==> src/rtl/modulo_mux8_1_scan_pkg.sv <==
// Shared definitions for the 8:1 scanning multiplexer: state encoding,
// channel count and the select-to-bit mapping.
package modulo_mux8_1_scan_pkg;

    localparam int NUM_CHANNELS = 8;
    localparam int SEL_W        = 3;

    typedef enum logic [1:0] {
        IDLE = 2'd0,
        SCAN = 2'd1,
        DONE = 2'd2
    } scan_state_t;

    // Channel order is mirrored relative to the 1:8 demux: select s drives bit 7-s.
    function automatic logic [SEL_W-1:0] bit_index(input logic [SEL_W-1:0] sel);
        return SEL_W'(NUM_CHANNELS - 1) - sel;
    endfunction

endpackage

==> src/rtl/modulo_contador_div.sv <==
// Dwell counter: counts 0..TICK_DIV-1 while enabled and flags the last count.
module modulo_contador_div #(
    parameter int TICK_DIV = 1
) (
    input  logic clk,
    input  logic rst_n,
    input  logic clear,
    input  logic enable,
    output logic terminal
);

    localparam int CNT_W = (TICK_DIV > 1) ? $clog2(TICK_DIV) : 1;
    localparam logic [CNT_W-1:0] LAST = CNT_W'(TICK_DIV - 1);

    logic [CNT_W-1:0] count;

    always_ff @(posedge clk) begin
        if (!rst_n) begin
            count <= '0;
        end else if (clear) begin
            count <= '0;
        end else if (enable) begin
            count <= terminal ? '0 : count + CNT_W'(1);
        end
    end

    assign terminal = (count == LAST);

endmodule

==> src/rtl/modulo_mux8_1_scan.sv <==
// Walks an 8:1 mux across all channels once per start request, dwelling
// TICK_DIV cycles on each and capturing the selected bit into output_word.
module modulo_mux8_1_scan
    import modulo_mux8_1_scan_pkg::*;
#(
    parameter int TICK_DIV = 1
) (
    input  logic             input_clk,
    input  logic             input_rst_n,
    input  logic             input_start,
    input  logic [7:0]       input_data,
    output logic [SEL_W-1:0] output_sel,
    output logic             output_bit,
    output logic             output_valid,
    output logic [7:0]       output_word,
    output logic             output_busy,
    output logic             output_done
);

    scan_state_t      state;
    logic             tick;
    logic [SEL_W-1:0] bit_idx;
    logic             mux_bit;

    assign bit_idx = bit_index(output_sel);

    modulo_contador_div #(
        .TICK_DIV (TICK_DIV)
    ) u_dwell (
        .clk      (input_clk),
        .rst_n    (input_rst_n),
        .clear    (state != SCAN),
        .enable   (state == SCAN),
        .terminal (tick)
    );

    always_comb begin
        mux_bit = 1'b0;
        case (output_sel)
            3'd0: mux_bit = input_data[7];
            3'd1: mux_bit = input_data[6];
            3'd2: mux_bit = input_data[5];
            3'd3: mux_bit = input_data[4];
            3'd4: mux_bit = input_data[3];
            3'd5: mux_bit = input_data[2];
            3'd6: mux_bit = input_data[1];
            3'd7: mux_bit = input_data[0];
            default: mux_bit = 1'b0;
        endcase
    end

    assign output_bit   = (state == SCAN) ? mux_bit : 1'b0;
    assign output_valid = (state == SCAN) && tick;
    assign output_busy  = (state != IDLE);
    assign output_done  = (state == DONE);

    // The select saturates at the last channel; DONE returns it to channel 0.
    always_ff @(posedge input_clk) begin
        if (!input_rst_n) begin
            state       <= IDLE;
            output_sel  <= '0;
            output_word <= 8'h00;
        end else begin
            case (state)
                IDLE: begin
                    output_sel <= '0;
                    if (input_start) begin
                        state <= SCAN;
                    end
                end
                SCAN: begin
                    if (tick) begin
                        output_word[bit_idx] <= input_data[bit_idx];
                        if (output_sel == SEL_W'(NUM_CHANNELS - 1)) begin
                            state <= DONE;
                        end else begin
                            output_sel <= output_sel + SEL_W'(1);
                        end
                    end
                end
                DONE: begin
                    state      <= IDLE;
                    output_sel <= '0;
                end
                default: begin
                    state      <= IDLE;
                    output_sel <= '0;
                end
            endcase
        end
    end

endmodule

==> config.mk <==
export PLATFORM = sky130hd
export DESIGN_NAME = modulo_mux8_1_scan
export DESIGN_NICKNAME = d
export VERILOG_FILES = /design/src/rtl/modulo_mux8_1_scan_pkg.sv /design/src/rtl/modulo_contador_div.sv /design/src/rtl/modulo_mux8_1_scan.sv
export SDC_FILE = /design/constraint.sdc
export NUM_CORES = 1
export LEC_CHECK = 0
export CORE_MARGIN = 5
export CORE_UTILIZATION = 25
export DETAILED_ROUTE_END_ITERATION = 8
export MAX_ROUTING_LAYER = met4
export REMOVE_ABC_BUFFERS = 1
export SYNTH_ARGS = -nofsm -noshare
export SYNTH_HDL_FRONTEND = slang
export SYNTH_HIERARCHICAL = 1
export SYNTH_SLANG_ARGS = --single-unit
==> constraint.sdc <==
create_clock -name input_clk -period 3.9 [get_ports input_clk]
set_input_delay 1.17 -clock input_clk [delete_from_list [all_inputs] [get_ports input_clk]]
set_output_delay 1.17 -clock input_clk [all_outputs]
set_load 0.02 [all_outputs]
==> impl_metrics.env <==
export IMPL_outcome="finished clean"
export IMPL_antenna_left=0
export IMPL_post_route_util_pct=35.95
export IMPL_syn2layout_area_growth_pct=39.42
export IMPL_wl_mm=1.877
export IMPL_period_minus_slack_ns=3.725
export IMPL_tritoncts="built"
export IMPL_finalClockSkew_ns=0.002486
export IMPL_grt_busiest_layer="met2"
export IMPL_cellPowerDensity_mw_per_mm2=248.0
export IMPL_cts_sinks=13
export IMPL_place_hpwl_mm=1.494
export IMPL_syn_inst=92
export IMPL_dieArea_mm2=0.004341
export IMPL_p_leak_nw=0.4013
export IMPL_peakVddDrop_uv=70.48
export IMPL_antenna_found_initial=0
export IMPL_core_area_mm2=0.003028
export IMPL_multi_input_area_um2=479.2
export IMPL_postCtsSetupBuffers=0
export IMPL_drt_initial_drc_count=35
export IMPL_clk_path_buf_depth=2
export IMPL_cts_max_level=1
export IMPL_layout_common_cells="clkdlybuf4s50_1, dfxtp_1, nor2_1"
export IMPL_grt_max_degree=12
export IMPL_place_congestion=0.7352
export IMPL_port_buffers=25
export IMPL_n_antenna_cell=0
export IMPL_die_x_um=65.89
export IMPL_grt_pass1_wl_mm=3.077
export IMPL_cts_root_buf="clkbuf_4"
export IMPL_initial_core_util_pct=25.79
export IMPL_cts_inserted_buffers=3
export IMPL_syn_area_per_cell_um2=8.486
export IMPL_path_max_fanout=2
export IMPL_insertion_delay_ns=0.27
export IMPL_setup_violations_final=0
export IMPL_max_freq_mhz=268.5
export IMPL_num_vias=725
export IMPL_hold_buffers=0
export IMPL_viasPerCell=4.448
export IMPL_final_area_mm2=0.001089
export IMPL_grt_pass1_vias=698
export IMPL_rsz0062_at_grt="false"
export IMPL_routedWlPerCell_um=11.52
export IMPL_drive_above_1_share_pct=7.563
export IMPL_drv_slew=0
export IMPL_use_met1_pct=10.56
export IMPL_maxCapViolCount=0
export IMPL_met3_usage_pct=1.871
export IMPL_drc=0
export IMPL_fill_cells=317
export IMPL_clk_pin_slew_ns=0.08
export IMPL_whs_ns=0.4958
export IMPL_finalCritPeriodShare_pct=95.51
export IMPL_grt_use_met2_pct=15.39
export IMPL_crit_type="input port to output pin"
export IMPL_end_kind="output pin"
export IMPL_die_h_um=65.89
export IMPL_num_rows=20
export IMPL_grtUsageTotal_pct=9.279
export IMPL_ys_warn_count=6
export IMPL_placed_cell_area_mm2=0.001064
export IMPL_layout_commonest_cell="clkdlybuf4s50_1"
export IMPL_synthesis_area_um2=780.7
export IMPL_critPathLaunchType="input port"
export IMPL_drtPass1Iterations=4
export IMPL_crit_required_ns=2.73
export IMPL_crit_arrival_ns=2.55
export IMPL_nets=137
export IMPL_ios=26
export IMPL_final_hold_viol_count=0
export IMPL_overflow=0
export IMPL_ff_latch_area_um2=260.3
export IMPL_hp_class="flip-flop to flip-flop"
[sequential cells by signal, summed over array words and instances (netlist names)]
register     cells
output_word      8
state            2
output_sel       3
[final timing paths]
path	slack [ns]	endpoint	depth (start not counted)	startpoint
setup reg to reg	2.16	output_sel[2]$_SDFFE_PN0P_	5	output_sel[0]$_SDFFE_PN0P_
setup / recovery	0.18	output_bit	5	input_data[1]
hold reg to reg	0.50	state[0]$_SDFFE_PN0P_	1	state[1]$_SDFFE_PN0P_
hold / removal	0.50	state[0]$_SDFFE_PN0P_	1	state[1]$_SDFFE_PN0P_
[power by group]
| part | total, mW | switching, mW | internal, mW | leakage (nW) |
|---|---|---|---|---|
| Combinational | 0.0489 | 0.0232 | 0.0257 | 0.281 |
| Sequential | 0.139 | 0.00402 | 0.135 | 0.105 |
| Clock | 0.0819 | 0.0423 | 0.0396 | 0.0150 |
| Total | 0.270 | 0.0696 | 0.200 | 0.401 |
[stage by stage]
stage                     power [mW]  setup TNS, ns  setup slack (ns)  instances
after global placement        0.1911       -0.03223          -0.03223        159
after floorplan               0.1668              0            0.8738         89
after CTS                     0.2740              0            0.1852        163
after detailed placement      0.1915       -0.02862          -0.02862        159
after global routing          0.2835              0            0.1619        163
final                         0.2699              0            0.1751        163
[layer usage]
metal	wire [um]	vias up	share of wire (%)
met5	0	-	0
met4	34	0	1.8
met3	69	4	3.7
met2	906	17	48
met1	866	329	46
li1	-	375	-
[final cells by class]
class,instances,share of cell area [%]
Sequential cell,13,23.91
Inverter,3,1.034
Clock buffer,4,2.414
Multi-Input combinational cell,73,44.02
Timing Repair Buffer,26,23.56
Tap cell,44,5.057
[critical path: stages]
cell             delay (ns)
clkdlybuf4s50_1        0.43
mux2_4                 0.27
a221oi_2               0.27
a21oi_1                0.09
dlygate4sd2_1          0.32
[timing repair]
action | CTS | global route
gates resized for setup | 1 | 0
endpoints found under the hold margin | 0 | 0
setup endpoints to repair | 1 | 0
Power figures use the tool's default switching activity.
